===== config.mk =====
export PLATFORM = sky130hd
export DESIGN_NAME = gated_bcd_counter
export DESIGN_NICKNAME = d
export VERILOG_FILES = /design/src/rtl/freq_meter_pkg.sv /design/src/rtl/bcd_digit.sv /design/src/rtl/gated_bcd_counter.sv
export SDC_FILE = /design/constraint.sdc
export NUM_CORES = 1
export LEC_CHECK = 0
export ABC_CLOCK_PERIOD_IN_PS = 3800
export BUFFER_PORTS_ARGS = -buffer_cell sky130_fd_sc_hd__buf_2
export CAP_MARGIN = 30
export CELL_PAD_IN_SITES_DETAIL_PLACEMENT = 1
export CELL_PAD_IN_SITES_GLOBAL_PLACEMENT = 2
export CORE_UTILIZATION = 40
export DETAILED_ROUTE_END_ITERATION = 10
export PLACE_DENSITY = 0.95
export SYNTH_ARGS = -nofsm -noshare
export SYNTH_HDL_FRONTEND = slang
export SYNTH_SLANG_ARGS = --single-unit

===== constraint.sdc =====
create_clock -name CLK_50 -period 3.8 [get_ports CLK_50]
set_input_delay 0.19 -clock CLK_50 [delete_from_list [all_inputs] [get_ports CLK_50]]
set_output_delay 0.19 -clock CLK_50 [all_outputs]
set_load 0.03 [all_outputs]

===== src/rtl/freq_meter_pkg.sv =====
// freq_meter_pkg: shared constants and types for the frequency-meter blocks.
//   DIGITS_DEFAULT : default number of BCD decades in the measurement counter
//   BCD_W          : bits per BCD decade
//   DIGITS_MAX     : widest counter any block in the meter supports
//   ALL_NINES      : all-nines BCD word at DIGITS_MAX width; narrower users slice it
package freq_meter_pkg;

    localparam int unsigned DIGITS_DEFAULT = 6;
    localparam int unsigned BCD_W          = 4;
    localparam int unsigned DIGITS_MAX     = 8;

    localparam logic [BCD_W*DIGITS_MAX-1:0] ALL_NINES = 32'h9999_9999;

    typedef logic [BCD_W-1:0] bcd_t;

endpackage : freq_meter_pkg


===== src/rtl/bcd_digit.sv =====
// bcd_digit: one decade (0..9) of the cascaded measurement counter.
// Ports:
//   clk        : system clock
//   nRST       : asynchronous active-low reset
//   clear      : synchronous clear, wins over inc
//   inc        : advance this decade by one this cycle
//   value      : current decade value (registered)
//   carry_out  : combinational carry into the next decade, inc & (value == 9)
module bcd_digit
    import freq_meter_pkg::*;
(
    input  logic        clk,
    input  logic        nRST,
    input  logic        clear,
    input  logic        inc,
    output bcd_t        value,
    output logic        carry_out
);

    localparam bcd_t NINE = ALL_NINES[BCD_W-1:0];

    logic at_nine_c;

    // The carry is combinational so the whole cascade settles in one cycle.
    assign at_nine_c = (value == NINE);
    assign carry_out = inc & at_nine_c;

    // Decade register: clear has priority, then wrap 9 -> 0 or increment.
    always_ff @(posedge clk or negedge nRST) begin
        if (!nRST) begin
            value <= '0;
        end else if (clear) begin
            value <= '0;
        end else if (inc) begin
            value <= at_nine_c ? '0 : value + BCD_W'(1);
        end
    end

endmodule : bcd_digit


===== src/rtl/gated_bcd_counter.sv =====
// gated_bcd_counter: counts rising edges of the asynchronous signal CPx in a
// cascaded BCD counter while gated, latches the count on a store strobe and
// reports overflow and the leading-zero mask of the latched value.
// Parameters:
//   DIGITS      : number of BCD decades (2..8)
//   SYNC_STAGES : CPx synchronizer depth (>= 2)
// Ports:
//   CLK_50   : system clock
//   nRST     : asynchronous active-low reset
//   CPx      : measured signal, asynchronous to CLK_50
//   C_Enable : count gate (level)
//   C_Clear  : counter and overflow clear (level), wins over counting
//   C_Store  : latch request, acted on its rising edge
//   BCD_out  : latched count, digit 0 in bits [3:0]
//   OF       : sticky overflow of the live counter
//   unable   : unable[k] = 1 when latched digits k+1..DIGITS-1 are all zero
//   Valid    : one-cycle pulse the cycle after BCD_out updates
module gated_bcd_counter
    import freq_meter_pkg::*;
#(
    parameter int unsigned DIGITS      = DIGITS_DEFAULT,
    parameter int unsigned SYNC_STAGES = 2
) (
    input  logic                    CLK_50,
    input  logic                    nRST,
    input  logic                    CPx,
    input  logic                    C_Enable,
    input  logic                    C_Clear,
    input  logic                    C_Store,
    output logic [BCD_W*DIGITS-1:0] BCD_out,
    output logic                    OF,
    output logic [DIGITS-2:0]       unable,
    output logic                    Valid
);

    localparam int unsigned W = BCD_W * DIGITS;

    logic [SYNC_STAGES-1:0] sync_q;
    logic [SYNC_STAGES-1:0] sync_vld_q;
    logic                   edge_q;
    logic                   store_q;
    logic                   latched_q;

    logic                   count_en_c;
    logic                   store_rise_c;
    logic                   wrap_c;
    logic [W-1:0]           live_c;
    logic [DIGITS-2:0]      unable_nxt_c;
    logic                   upper_zero_c;

    // CPx synchronizer and rising-edge detect. The last synchronizer stage
    // doubles as the edge-detect history, which keeps the CPx-to-count
    // latency at two cycles after the first high sample. sync_vld_q blocks
    // edges until the history stage holds a real post-reset sample, so a CPx
    // that is already high at reset release is not taken for an edge.
    always_ff @(posedge CLK_50 or negedge nRST) begin
        if (!nRST) begin
            sync_q     <= '0;
            sync_vld_q <= '0;
            edge_q     <= 1'b0;
        end else begin
            sync_q     <= {sync_q[SYNC_STAGES-2:0], CPx};
            sync_vld_q <= {sync_vld_q[SYNC_STAGES-2:0], 1'b1};
            edge_q     <= sync_vld_q[SYNC_STAGES-1]
                        & sync_q[SYNC_STAGES-2]
                        & ~sync_q[SYNC_STAGES-1];
        end
    end

    // Cycle-exact gate: an event is dropped unless enabled in its own cycle.
    assign count_en_c = edge_q & C_Enable & ~C_Clear;

    // Decade cascade; each stage's increment is the previous stage's carry.
    for (genvar k = 0; k < int'(DIGITS); k++) begin : g_digit
        logic inc_k;
        logic carry_k;

        if (k == 0) begin : g_first
            assign inc_k = count_en_c;
        end else begin : g_next
            assign inc_k = g_digit[k-1].carry_k;
        end

        bcd_digit u_digit (
            .clk       (CLK_50),
            .nRST      (nRST),
            .clear     (C_Clear),
            .inc       (inc_k),
            .value     (live_c[BCD_W*k +: BCD_W]),
            .carry_out (carry_k)
        );
    end

    // A carry out of the top decade means the counter wrapped past all nines.
    assign wrap_c = g_digit[DIGITS-1].carry_k;

    // Sticky overflow, cleared only by C_Clear.
    always_ff @(posedge CLK_50 or negedge nRST) begin
        if (!nRST) begin
            OF <= 1'b0;
        end else if (C_Clear) begin
            OF <= 1'b0;
        end else if (wrap_c) begin
            OF <= 1'b1;
        end
    end

    // Leading-zero mask of the live value, scanned from the top decade down.
    always_comb begin
        unable_nxt_c = '0;
        upper_zero_c = 1'b1;
        for (int k = int'(DIGITS) - 2; k >= 0; k--) begin
            upper_zero_c    = upper_zero_c & (live_c[BCD_W*(k+1) +: BCD_W] == '0);
            unable_nxt_c[k] = upper_zero_c;
        end
    end

    // Store strobe is acted on its rising edge only.
    assign store_rise_c = C_Store & ~store_q;

    // Output latch. It samples the pre-update live value, so a coincident
    // count or clear lands in the counter but not in this latch.
    always_ff @(posedge CLK_50 or negedge nRST) begin
        if (!nRST) begin
            store_q   <= 1'b0;
            latched_q <= 1'b0;
            Valid     <= 1'b0;
            BCD_out   <= '0;
            unable    <= '1;
        end else begin
            store_q   <= C_Store;
            latched_q <= store_rise_c;
            Valid     <= latched_q;
            if (store_rise_c) begin
                BCD_out <= live_c;
                unable  <= unable_nxt_c;
            end
        end
    end

endmodule : gated_bcd_counter


==> flow_metrics.env <==
export IMPL_wl_microns=6370
export IMPL_route_vias_total=2084
export IMPL_syn_nets=281
export IMPL_clockBufferDepth=2
export IMPL_crit_type="reg2reg"
export IMPL_ff2ff_setup_slack_ps=1640
export IMPL_synthFlopType="dfrtp_1"
export IMPL_cap_violations=0
export IMPL_avgSynthCellArea_sq_um=10.7
export IMPL_start_util_pct=41.5
export IMPL_synth_area_sq_um=2820
export IMPL_cts_max_level=3
export IMPL_required_ps=4050
export IMPL_die_h_microns=86.0
export IMPL_worstMarginPinSlew_ps=847
export IMPL_insertion_delay_ps=330
export IMPL_status="completed"
export IMPL_worstReg2RegEnd="g_digit[4].u_digit.value[2]$_DFFE_PN0P_"
export IMPL_seq_area_frac_synth_pct=55.2
export IMPL_period_needed_ps=2160
export IMPL_met1_usage_pct=26.8
export IMPL_core_sq_um=6790
export IMPL_row_count=30
export IMPL_gr_total_overflow=0
export IMPL_routabilityCongestion=0.771
export IMPL_final_max_slew_viol_count=0
export IMPL_grt_pass1_wl_microns=10900
export IMPL_multi_input_area_sq_um=1140
export IMPL_arrival_ps=2400
export IMPL_vias_per_cell=5.18
export IMPL_dp_hpwl_microns=4270
export IMPL_setup_viol=0
export IMPL_cts_buffers=9
export IMPL_fmax_mhz=464
export IMPL_irDropWorstVdd_mv=0.156
export IMPL_clock_skew_ps=7.72
export IMPL_wl_per_cell_microns=15.8
export IMPL_drive_gt1_share_pct=24.2
export IMPL_synth_edf_count=0
export IMPL_critPathMaxFanout=19
export IMPL_power_leakage_uw=0.00161
export IMPL_rsz0062_at_grt="no"
export IMPL_synth_cells=264
export IMPL_grt_max_degree=44
export IMPL_grt_pass1_vias=2139
export IMPL_pwr_density_cell_nw_per_um2=417
export IMPL_endpoint_kind="register"
export IMPL_antenna_found_initial=0
export IMPL_cts_resized=0
export IMPL_initialDrtViolationCount=70
export IMPL_holdPathEnd="g_digit[0].u_digit.value[2]$_DFFE_PN0P_"
export IMPL_die_area_sq_um=7390
export IMPL_numPortBuffers=36
export IMPL_fillers=772
export IMPL_ant_nets=0
export IMPL_hold_buffers=3
export IMPL_nets=318
export IMPL_r2r_start="g_digit[1].u_digit.value[1]$_DFFE_PN0P_"
export IMPL_min_from="C_Enable"
export IMPL_drtPass1Iterations=4
export IMPL_gr_usage_met2_pct=28.9
export IMPL_max_slew_margin_rel_pct=43.5
export IMPL_postSynth_asyncResetShare_pct=100
export IMPL_post_cts_buffers=0
export IMPL_cts_sinks=62
export IMPL_final_util_pct=48.7
export IMPL_regArea_sq_um=1560
export IMPL_final_period_utilization_pct=56.7
export IMPL_die_w_microns=86.0
export IMPL_cts_root_buffer="clkbuf_8"
export IMPL_hold_violations=0
export IMPL_insertedDiodeCount=0
export IMPL_area_growth_pct=17.3
export IMPL_top_usage_layer="met2"
export IMPL_drc=0
export IMPL_ios=37
export IMPL_final_setup_tns_ps=0
export IMPL_r2r_worst_path_cells=6
export IMPL_met3_usage_pct=6.16
export IMPL_holdPathStages=4
export IMPL_grt_total_usage_pct=19.5
export IMPL_start_kind="register"
export IMPL_cts_clk_slew_worst_paths_ps=70
export IMPL_ys_warn_count=0
export IMPL_synth_seq_cells=62
export IMPL_cts_tree="built"
export IMPL_hold_path_class="in2reg"
export IMPL_synth_cell_types=40
[synthesized netlist by cell type (4+ instances only)]
master / instances / area (sq um)
dfrtp_1: 57 / 1430
nand2_1: 25 / 93.8
o21ai_0: 20 / 100
a21oi_1: 17 / 85.1
mux2_2: 16 / 180
nor2_1: 15 / 56.3
inv_1: 13 / 48.8
clkbuf_1: 11 / 41.3
ha_1: 11 / 138
nand3_1: 10 / 50.1
nor3_1: 6 / 30.0
and3b_1: 5 / 43.8
dfstp_2: 5 / 131
nand4_1: 5 / 31.3
o31ai_1: 5 / 37.5
and3_1: 4 / 25.0
or4_1: 4 / 30.0
[state kept, by name, indices dropped and copies added (netlist names)]
| register | count |
|---|---|
| edge_q | 1 |
| store_q | 1 |
| OF | 1 |
| g_digit.u_digit.value | 24 |
| latched_q | 1 |
| sync_vld_q | 2 |
| BCD_out | 24 |
| Valid | 1 |
| sync_q | 2 |
| unable | 5 |
[worst max-delay path, cell delays in order (launching register included)]
cell	delay (ps)
dfrtp_1	410
inv_1	150
ha_1	200
and3b_1	330
nand4_4	270
or4_1	540
a21oi_1	170
[how the worst max path moves through the flow]
| stage | end | from | slack (ps) | cells after the start |
|---|---|---|---|---|
| floorplan | g_digit[5].u_digit.value[0]$_DFFE_PN0P_ | g_digit[1].u_digit.value[1]$_DFFE_PN0P_ | 2030 | 7 |
| global placement | g_digit[5].u_digit.value[0]$_DFFE_PN0P_ | g_digit[0].u_digit.value[1]$_DFFE_PN0P_ | 1770 | 6 |
| detailed placement | g_digit[4].u_digit.value[2]$_DFFE_PN0P_ | g_digit[1].u_digit.value[1]$_DFFE_PN0P_ | 1690 | 6 |
| CTS | g_digit[4].u_digit.value[2]$_DFFE_PN0P_ | g_digit[1].u_digit.value[1]$_DFFE_PN0P_ | 1630 | 6 |
| global route | g_digit[5].u_digit.value[0]$_DFFE_PN0P_ | g_digit[1].u_digit.value[1]$_DFFE_PN0P_ | 1480 | 6 |
| finish | g_digit[4].u_digit.value[2]$_DFFE_PN0P_ | g_digit[1].u_digit.value[1]$_DFFE_PN0P_ | 1640 | 6 |
[power breakdown]
group / internal, uW / switching [uW] / leakage (uW)
logic: 17.0 / 46.4 / 0.000665
clock network: 386 / 250 / 0.000110
registers: 674 / 5.56 / 0.000835
[metrics by stage]
stage	instance area, sq um	hold slack [ps]	total power, uW	std cells	setup WS [ps]
finish	3310	268	1380	402	1640
global route	3310	271	1430	402	1480
detailed placement	3060	300	755	383	1690
CTS	3310	250	1400	402	1630
global placement	3060	303	752	383	1770
floorplan	2820	-106	726	264	2030
[per-layer routing]
metal,vias up,part of all wire [%],wire length [microns]
li1,999,-,-
met1,1037,49,3120
met2,40,46,2920
met3,8,3.6,229
met4,0,1.4,91
met5,-,0,0
[cell usage in the layout (no fill, tap or decap), types with 4 or more instances in the layout]
cell      instances
o21ai_0          20
ha_1             11
and3b_1           5
buf_2            36
mux2_2           16
clkbuf_8         10
nor3_1            6
dfrtp_1          57
inv_1            13
o31ai_1           5
and3_1            4
a21oi_1          17
nand3_1          10
or4_1             4
nand4_1           5
dfstp_2           5
nand2_1          25
nor2_1           15
[logic make-up after synthesis]
group / Yosys count / synth area share [%]
AO/OA/AOI/OAI: 51 / 10.4
other: 1 / 0.133
multiplexers: 17 / 6.74
AND/OR/NAND/NOR: 92 / 17.6
buffers and inverters: 28 / 4.35
adder cells (fa/ha/maj): 11 / 4.88
flip-flops: 62 / 55.2
XOR/XNOR: 2 / 0.621
[area by class of cell]
| class | count | area share [%] |
|---|---|---|
| flip-flops and latches | 62 | 47.1 |
| multi-input cells | 174 | 34.5 |
| repair buffers | 41 | 6.81 |
| clock buffers | 12 | 4.39 |
| well taps | 96 | 3.63 |
| clock inverters | 4 | 2.12 |
| inverters | 13 | 1.48 |
No activity file was read; power rests on OpenSTA's default activity.
